File: src/rtl/ecp5pll_phase_ctrl.sv
// Sequences one phase-shift request onto the ecp5pll dynamic phase port.
// Define ECP5PLL_PHASECTRL_LOCKWAIT_EN to gate each request on PLL lock and abort on lock loss.
module ecp5pll_phase_ctrl #(
    parameter int unsigned SETUP_CYC = 2,
    parameter int unsigned STEP_HIGH = 4,
    parameter int unsigned STEP_GAP  = 4,
    parameter int unsigned COUNT_W   = 8
) (
    input  logic               clk_i,
    input  logic               reset,
    input  logic               req_valid,
    output logic               req_ready,
    input  logic [1:0]         req_sel,
    input  logic               req_dir,
    input  logic [COUNT_W-1:0] req_steps,
    input  logic               locked,
    output logic [1:0]         phasesel,
    output logic               phasedir,
    output logic               phasestep,
    output logic               phaseloadreg,
    output logic               busy,
    output logic               done,
    output logic               abort,
    output logic [COUNT_W-1:0] steps_done
);

    localparam int unsigned CYC_MAX0 = (SETUP_CYC > STEP_HIGH) ? SETUP_CYC : STEP_HIGH;
    localparam int unsigned CYC_MAX  = (CYC_MAX0 > STEP_GAP) ? CYC_MAX0 : STEP_GAP;
    localparam int unsigned CYC_W    = $clog2(CYC_MAX + 1);

    typedef enum logic [2:0] {
        S_IDLE,
        S_SETUP,
        S_STEP_HI,
        S_STEP_LO,
        S_DONE
`ifdef ECP5PLL_PHASECTRL_LOCKWAIT_EN
        ,
        S_WAIT_LOCK,
        S_ABORT
`endif
    } state_e;

    state_e             state_q, state_d;
    logic [CYC_W-1:0]   cnt_q, cnt_d;
    logic [1:0]         sel_q, sel_d;
    logic               dir_q, dir_d;
    logic [COUNT_W-1:0] rem_q, rem_d;
    logic [COUNT_W-1:0] steps_done_q, steps_done_d;
    logic               ready_q, ready_d;
    logic               busy_q, busy_d;
    logic               step_q, step_d;
    logic               done_q, done_d;

`ifdef ECP5PLL_PHASECTRL_LOCKWAIT_EN
    logic [1:0] sync_q;
    logic       lock_s;
    logic       pend_q, pend_d;
    logic       abort_q, abort_d;

    // Two-flop synchroniser for the asynchronous lock indicator
    always_ff @(posedge clk_i) begin
        if (reset) begin
            sync_q  <= 2'b00;
            pend_q  <= 1'b0;
            abort_q <= 1'b0;
        end else begin
            sync_q  <= {sync_q[0], locked};
            pend_q  <= pend_d;
            abort_q <= abort_d;
        end
    end

    assign lock_s = sync_q[1];
    assign abort  = abort_q;
`else
    logic unused_locked;
    assign unused_locked = locked;
    assign abort         = 1'b0;
`endif

    always_comb begin
        state_d      = state_q;
        cnt_d        = cnt_q + CYC_W'(1);
        sel_d        = sel_q;
        dir_d        = dir_q;
        rem_d        = rem_q;
        steps_done_d = steps_done_q;
`ifdef ECP5PLL_PHASECTRL_LOCKWAIT_EN
        pend_d       = pend_q;
`endif
        case (state_q)
            S_IDLE: begin
                cnt_d = '0;
                if (req_valid && ready_q) begin
                    sel_d        = req_sel;
                    dir_d        = req_dir;
                    rem_d        = req_steps;
                    steps_done_d = '0;
`ifdef ECP5PLL_PHASECTRL_LOCKWAIT_EN
                    pend_d       = 1'b0;
                    // Skip the wait entirely when lock is already present
                    state_d      = lock_s ? S_SETUP : S_WAIT_LOCK;
`else
                    state_d      = S_SETUP;
`endif
                end
            end
`ifdef ECP5PLL_PHASECTRL_LOCKWAIT_EN
            S_WAIT_LOCK: begin
                cnt_d = '0;
                if (lock_s) state_d = S_SETUP;
            end
            S_ABORT: begin
                cnt_d   = '0;
                state_d = S_IDLE;
            end
`endif
            S_SETUP: begin
                if (cnt_q == CYC_W'(SETUP_CYC - 1)) begin
                    cnt_d   = '0;
                    state_d = (rem_q == '0) ? S_DONE : S_STEP_HI;
                end
            end
            S_STEP_HI: begin
                if (cnt_q == CYC_W'(STEP_HIGH - 1)) begin
                    cnt_d        = '0;
                    steps_done_d = steps_done_q + COUNT_W'(1);
                    rem_d        = rem_q - COUNT_W'(1);
                    state_d      = S_STEP_LO;
                end
            end
            S_STEP_LO: begin
                if (cnt_q == CYC_W'(STEP_GAP - 1)) begin
                    cnt_d = '0;
                    if (rem_q == '0) state_d = S_DONE;
`ifdef ECP5PLL_PHASECTRL_LOCKWAIT_EN
                    else if (pend_q) state_d = S_ABORT;
`endif
                    else state_d = S_STEP_HI;
                end
            end
            S_DONE: begin
                cnt_d   = '0;
                state_d = S_IDLE;
            end
            default: begin
                cnt_d   = '0;
                state_d = S_IDLE;
            end
        endcase

`ifdef ECP5PLL_PHASECTRL_LOCKWAIT_EN
        // Lock loss during a pulse is remembered and acted on after the gap
        if ((state_q == S_STEP_HI || state_q == S_STEP_LO) && !lock_s) pend_d = 1'b1;
        abort_d = (state_d == S_ABORT);
`endif
        ready_d = (state_d == S_IDLE);
        busy_d  = (state_d != S_IDLE);
        step_d  = (state_d == S_STEP_HI);
        done_d  = (state_d == S_DONE);
    end

    always_ff @(posedge clk_i) begin
        if (reset) begin
            state_q      <= S_IDLE;
            cnt_q        <= '0;
            sel_q        <= 2'b00;
            dir_q        <= 1'b0;
            rem_q        <= '0;
            steps_done_q <= '0;
            ready_q      <= 1'b0;
            busy_q       <= 1'b0;
            step_q       <= 1'b0;
            done_q       <= 1'b0;
        end else begin
            state_q      <= state_d;
            cnt_q        <= cnt_d;
            sel_q        <= sel_d;
            dir_q        <= dir_d;
            rem_q        <= rem_d;
            steps_done_q <= steps_done_d;
            ready_q      <= ready_d;
            busy_q       <= busy_d;
            step_q       <= step_d;
            done_q       <= done_d;
        end
    end

    assign req_ready    = ready_q;
    assign phasesel     = sel_q;
    assign phasedir     = dir_q;
    assign phasestep    = step_q;
    assign phaseloadreg = 1'b0;
    assign busy         = busy_q;
    assign done         = done_q;
    assign steps_done   = steps_done_q;

endmodule

File: config.mk
export PLATFORM = sky130hd
export DESIGN_NAME = ecp5pll_phase_ctrl
export DESIGN_NICKNAME = d
export VERILOG_FILES = /design/src/rtl/ecp5pll_phase_ctrl.sv
export SDC_FILE = /design/constraint.sdc
export NUM_CORES = 1
export LEC_CHECK = 0
export ABC_AREA = 0
export BUFFER_PORTS_ARGS = -buffer_cell sky130_fd_sc_hd__buf_2
export CELL_PAD_IN_SITES_DETAIL_PLACEMENT = 0
export CELL_PAD_IN_SITES_GLOBAL_PLACEMENT = 2
export CORE_AREA = 2 2 79 73
export DETAILED_ROUTE_END_ITERATION = 10
export DIE_AREA = 0 0 81 75
export PLACE_DENSITY_LB_ADDON = 0.2
export RECOVER_POWER = 25
export SLEW_MARGIN = 20
export SYNTH_ARGS = -nofsm -noshare
export SYNTH_HDL_FRONTEND = slang
export SYNTH_SLANG_ARGS = --single-unit
File: constraint.sdc
create_clock -name clk_i -period 2.6 [get_ports clk_i]
set_clock_uncertainty 0.2 [all_clocks]
set_input_delay 0 -clock clk_i [delete_from_list [all_inputs] [get_ports clk_i]]
set_output_delay 0 -clock clk_i [all_outputs]
set_load 0.005 [all_outputs]
==> impl_metrics.ini, run 1 <==
[run_status]
status = finished, final reports clean

[floorplan]
initial_core_util_pct = 29.4
die_height_um = 75
num_rows = 25
die_w_um = 81
coreArea_um2 = 5190
io_pins = 32
die-area_um2 = 6080

[final_layout]
multi_input_area_um2 = 846
antennaDiodeCount = 0
synthToLayoutAreaGrowth_pct = 27.3
fin_area_um2 = 1940
register_area_um2 = 581
layout-drive-gt1-share_pct = 18.2
final_cells = 287
fin_nets = 242
fillers = 573

[sta]
layout_min_cycle_time_ns = 2.44
tightest_slew_ns = 0.609
hold_viol_final = 0
setup_viol = 0
fmaxAchievable_ghz = 0.410
setup_tns_ns = 0
hold-worst-slack_ns = 0.271
relSlewSlack_pct = 59.2
rsz0062_at_grt = false
slew_violations = 0
period_share_pct = 93.8

[cts]
path_clk_slew_ns = 0.06
clk_latency_ns = 0.27
cts_tree = done
h-tree-depth = 2
cts-buffers-inserted = 5
ctsLongestPathBuffers = 2
root_buffer = clkbuf_8
cts.sinks = 29

[route]
drc = 0
avgViaCountPerCell = 4.76
drt_pass1_iterations = 4
dr_total_vias = 1365
wl_per_cell_um = 12.5
totalWireLength_mm = 3.58
drt_iter0_markers = 33
ant_nets = 0

[worst_setup_path]
required_ns = 2.56
critPathArrivalTime_ns = 2.40
end_kind = register
worstPathMaxFanout = 8
worstSetupPathType = register to register
cp-start-kind = register

[synth]
synthArstFlopShare_pct = 0
ys.flop_type = dfxtp_1
synthTopCellsByCount = dfxtp_1 (29), nor2_1 (25), a21oi_1 (11)
synth_cell_types = 52
yosysWarnings = 0
netlist.area_leader.share_pct = 38.0
synth.top_cells.by_area = dfxtp_1 (38%), nor2_1 (6.1%), ha_1 (5.7%), a21oi_1 (3.6%), xor2_1 (2.9%)
yosysMostFrequentCell = dfxtp_1
syn_area_um2 = 1530
synth_area_leader_cell = dfxtp_1
seq_area_frac_synth_pct = 38.0
ys_ff_latch = 29
syn_avg_cell_area_um2 = 8.58
synthCells = 178
synth_edf_count = 0

[global_route]
grt_first_pass_wirelength_mm = 5.82
antenna_found_initial = 0
track_usage_pct = 12.8
grt_pass1_vias = 1236
grt_max_degree = 22
grtUsageMet1_pct = 16.5
grtUsageMet3_pct = 3.60
overflow = 0
grt-busiest-layer = met2
global_route.usage.met2_pct = 20.6

[power]
p_sw_share_pct = 24.6
p_int_mw = 0.734
switching_power_mw = 0.240
combPwrFrac_pct = 13.4
peakVddDrop_uv = 175
power_frac_clock_pct = 38.1
power.density_nw_per_um2 = 501
p_leak_nw = 0.771
pwr-share-seq_pct = 48.5

[hold_path]
hold_path.class = register to register

[placed_design]
numPortBuffers = 28
dp.cells = 264
hpwl_mm = 2.55
place_congestion = 0.754
place_area_um2 = 1700

[run]
maxCapViolations = 0
## power groups by stage
stage               Combinational, mW  Clock (mW)  Sequential, mW
floorplan                      0.0840           0           0.478
global placement                0.111           0           0.482
detailed placement              0.113           0           0.482
CTS                             0.131       0.390           0.472
global route                    0.144       0.412           0.474
finish                          0.130       0.371           0.472
## per-stage QoR
step / util, % / setup WS, ns / total power, mW
detailed placement: 32.7 / 0.448 / 0.595
finish: 37.4 / 0.161 / 0.974
global route: 37.4 / 0.000816 / 1.03
floorplan: - / 0.682 / 0.562
CTS: 37.4 / 0.0283 / 0.993
global placement: 32.7 / 0.506 / 0.593
## sequential cells by signal, summed over array words and instances, names as in the netlist
name and cells:
cnt_q 3, phasedir 1, busy 1, steps_done 8, state_q 3, req_ready 1
phasesel 2, rem_q 8, done 1, phasestep 1
## path summary, 6_finish.rpt
path	slack (ns)	from	depth (start not counted)	end
min reg2reg	0.27	cnt_q[0]$_SDFF_PP0_	1	cnt_q[0]$_SDFF_PP0_
max	0.16	cnt_q[0]$_SDFF_PP0_	8	rem_q[5]$_SDFFE_PP0P_
max reg2reg	0.16	cnt_q[0]$_SDFF_PP0_	8	rem_q[5]$_SDFFE_PP0P_
min	0.27	cnt_q[0]$_SDFF_PP0_	1	cnt_q[0]$_SDFF_PP0_
## critical path: stages (launching register included)
cell	delay [ns]
dfxtp_1	0.33
ha_1	0.24
ha_1	0.21
and2_2	0.23
o21ai_2	0.24
buf_4	0.17
a21o_1	0.08
a21oi_1	0.05
dlygate4sd3_1	0.56
## routing by layer
layer,vias up,share of wire [%],wire length (um)
li1,703,-,-
met1,639,51,1810
met2,17,45,1600
met3,6,3.0,108
met4,0,1.4,50
met5,-,0,0
## timing repair
item | 4_1_cts | 5_1_grt
endpoints found under the hold margin | 17 | 0
resized for setup | 0 | 2
setup buffers | 0 | 0
setup endpoints to repair | 0 | 1
hold buffers | 16 | 0
## placed cells by master (no fill, tap or decap), types with 5 or more instances in the layout
| cell | count |
|---|---|
| nand3_1 | 6 |
| dfxtp_1 | 29 |
| buf_2 | 23 |
| inv_1 | 8 |
| ha_1 | 7 |
| dlygate4sd3_1 | 16 |
| clkbuf_1 | 6 |
| clkbuf_8 | 6 |
| nand2_1 | 8 |
| nor2_1 | 25 |
| xor2_1 | 5 |
| a21oi_1 | 11 |
## area by class of cell
type / count / share of cell area, %
inverters: 8 / 1.55
well taps: 67 / 4.31
repair buffers: 47 / 16.3
clock buffers: 7 / 4.44
flip-flops and latches: 29 / 29.9
multi-input cells: 129 / 43.5
## cell families (layout without fill, tap and decap cells)
kind of cell             count (synthesis)  count (layout)  share of synthesized area [%]
adder cells (fa/ha/maj)                  7               7                           5.74
flip-flops                              29              29                           38.0
buffers and inverters                   21              62                           7.13
AO/OA/AOI/OAI                           39              39                           17.2
multiplexers                             5               5                           3.36
XOR/XNOR                                 5               5                           2.87
AND/OR/NAND/NOR                         71              71                           25.4
other                                    1               2                          0.246
Note: power is estimated with default switching activity, not from simulation.
==> run 2, diff against run 1 <==
--- a/config.mk
+++ b/config.mk
@@ -6,12 +6,12 @@
 export NUM_CORES = 1
 export LEC_CHECK = 0
 export ABC_AREA = 0
-export BUFFER_PORTS_ARGS = -buffer_cell sky130_fd_sc_hd__buf_2
+export BUFFER_PORTS_ARGS = -buffer_cell sky130_fd_sc_hd__buf_4
 export CELL_PAD_IN_SITES_DETAIL_PLACEMENT = 0
 export CELL_PAD_IN_SITES_GLOBAL_PLACEMENT = 2
-export CORE_AREA = 2 2 79 73
+export CORE_AREA = 2 2 77 72
 export DETAILED_ROUTE_END_ITERATION = 10
-export DIE_AREA = 0 0 81 75
+export DIE_AREA = 0 0 79 74
 export PLACE_DENSITY_LB_ADDON = 0.2
 export RECOVER_POWER = 25
 export SLEW_MARGIN = 20
==> run 2 against run 1 <==
  * First-iteration DRC count increased to 2.5 times the previous value
  * Hold slack improved by 0.0054 ns
  * Clock power about the same
  * Largest cell class unchanged
  * Non-clock buffer count decreased by 1
  * Worst setup slack improved by 0.21 ns
==> impl_metrics.ini, run 2 (same netlist as run 1, synthesis figures left out) <==
[floorplan]
initial_core_util_pct = 30.1
die_height_um = 74
num_rows = 25
coreArea_um2 = 5070
die-area_um2 = 5850
io_pins = 32
die_w_um = 79

[route]
wl_met3_um = 143
ant_nets = 0
wl_met1_mm = 1.72
drt_iter0_markers = 83
totalWireLength_mm = 3.57
drc = 0
avgViaCountPerCell = 4.82
wl_per_cell_um = 12.5
drt_pass1_iterations = 5
dr_total_vias = 1379
wl_met2_mm = 1.66
dr.max_layer_used = met4

[sta]
tightest_slew_ns = 0.619
hold-worst-slack_ns = 0.276
relSlewSlack_pct = 58.5
rsz0062_at_grt = false
setup_tns_ns = 0
fmaxAchievable_ghz = 0.449
slew_violations = 0
period_share_pct = 85.6
setup_viol = 0
hold_viol_final = 0
layout_min_cycle_time_ns = 2.23
postLayoutSetupSlackWorst_ns = 0.373

[cts]
clk_latency_ns = 0.28
path_clk_slew_ns = 0.06
cts.sinks = 29
ctsLongestPathBuffers = 2
ctsHoldBuffers = 15
h-tree-depth = 2
cts-buffers-inserted = 5
cts_resized = 0
root_buffer = clkbuf_8
post_cts_buffers = 0
cts_tree = done

[global_route]
grt_max_degree = 22
grt_first_pass_wirelength_mm = 6.22
grt_pass1_vias = 1313
track_usage_pct = 13.9
antenna_found_initial = 0
overflow = 0

[worst_setup_path]
required_ns = 2.57
worstPathMaxFanout = 9
cp-start-kind = register
worstSetupPathType = register to register
end_kind = register
critPathArrivalTime_ns = 2.20

[final_layout]
final_cells = 286
antennaDiodeCount = 0
synthToLayoutAreaGrowth_pct = 31.1
fillers = 532
layout-drive-gt1-share_pct = 19.2
fin_area_um2 = 2000
fin_nets = 241
final_util_pct = 39.5
mostFrequentLayoutCells = dfxtp_1 (29), nor2_1 (25), buf_4 (20)
layout_commonest_cell = dfxtp_1

[placed_design]
place_area_um2 = 1770
dp_slack_ns = 0.358
dp.cells = 264
place_congestion = 0.769
hpwl_mm = 2.60
numPortBuffers = 28

[power]
power.density_nw_per_um2 = 490
power_mw = 0.980
peakVddDrop_uv = 181
p_leak_nw = 0.785

[run]
maxCapViolations = 0

[hold_path]
hold_path.class = register to register

[run_status]
status = finished, final reports clean
run 2: critical path, cell delays in order (launching register included):
cell      delay [ns]
dfxtp_1         0.36
ha_1            0.21
ha_1            0.20
and2_1          0.30
o21a_1          0.41
o21ai_1         0.12
a221oi_1        0.32
run 2: final timing paths:
kind,startpoint,to,slack (ns),depth (start not counted)
min reg2reg,cnt_q[0]$_SDFF_PP0_,cnt_q[0]$_SDFF_PP0_,0.28,1
min,cnt_q[0]$_SDFF_PP0_,cnt_q[0]$_SDFF_PP0_,0.28,1
max reg2reg,cnt_q[0]$_SDFF_PP0_,rem_q[4]$_SDFFE_PP0P_,0.37,6
max,cnt_q[0]$_SDFF_PP0_,rem_q[4]$_SDFFE_PP0P_,0.37,6
run 2: cell type report:
cell class / count / area, um^2 / area share [%]
Sequential cell: 29 / 581 / 29.0
Clock buffer: 7 / 86.3 / 4.32
Multi-Input combinational cell: 129 / 841 / 42.0
Inverter: 8 / 30.0 / 1.50
Timing Repair Buffer: 46 / 379 / 18.9
Tap cell: 67 / 83.8 / 4.19
run 2: where the power goes:
part           leakage (nW)  internal, mW  total [mW]  switching, mW
Clock                0.0443         0.209       0.370          0.161
Combinational         0.505        0.0715       0.137         0.0658
Sequential            0.235         0.460       0.473         0.0130
Total                 0.785         0.741       0.980          0.240
run 2: per-layer routing:
metal / vias to the layer above / GRT usage [%]
li1: 696 / -
met4: 0 / 7.09
met3: 5 / 3.52
met2: 33 / 22.8
met1: 645 / 17.2
met5: - / 0
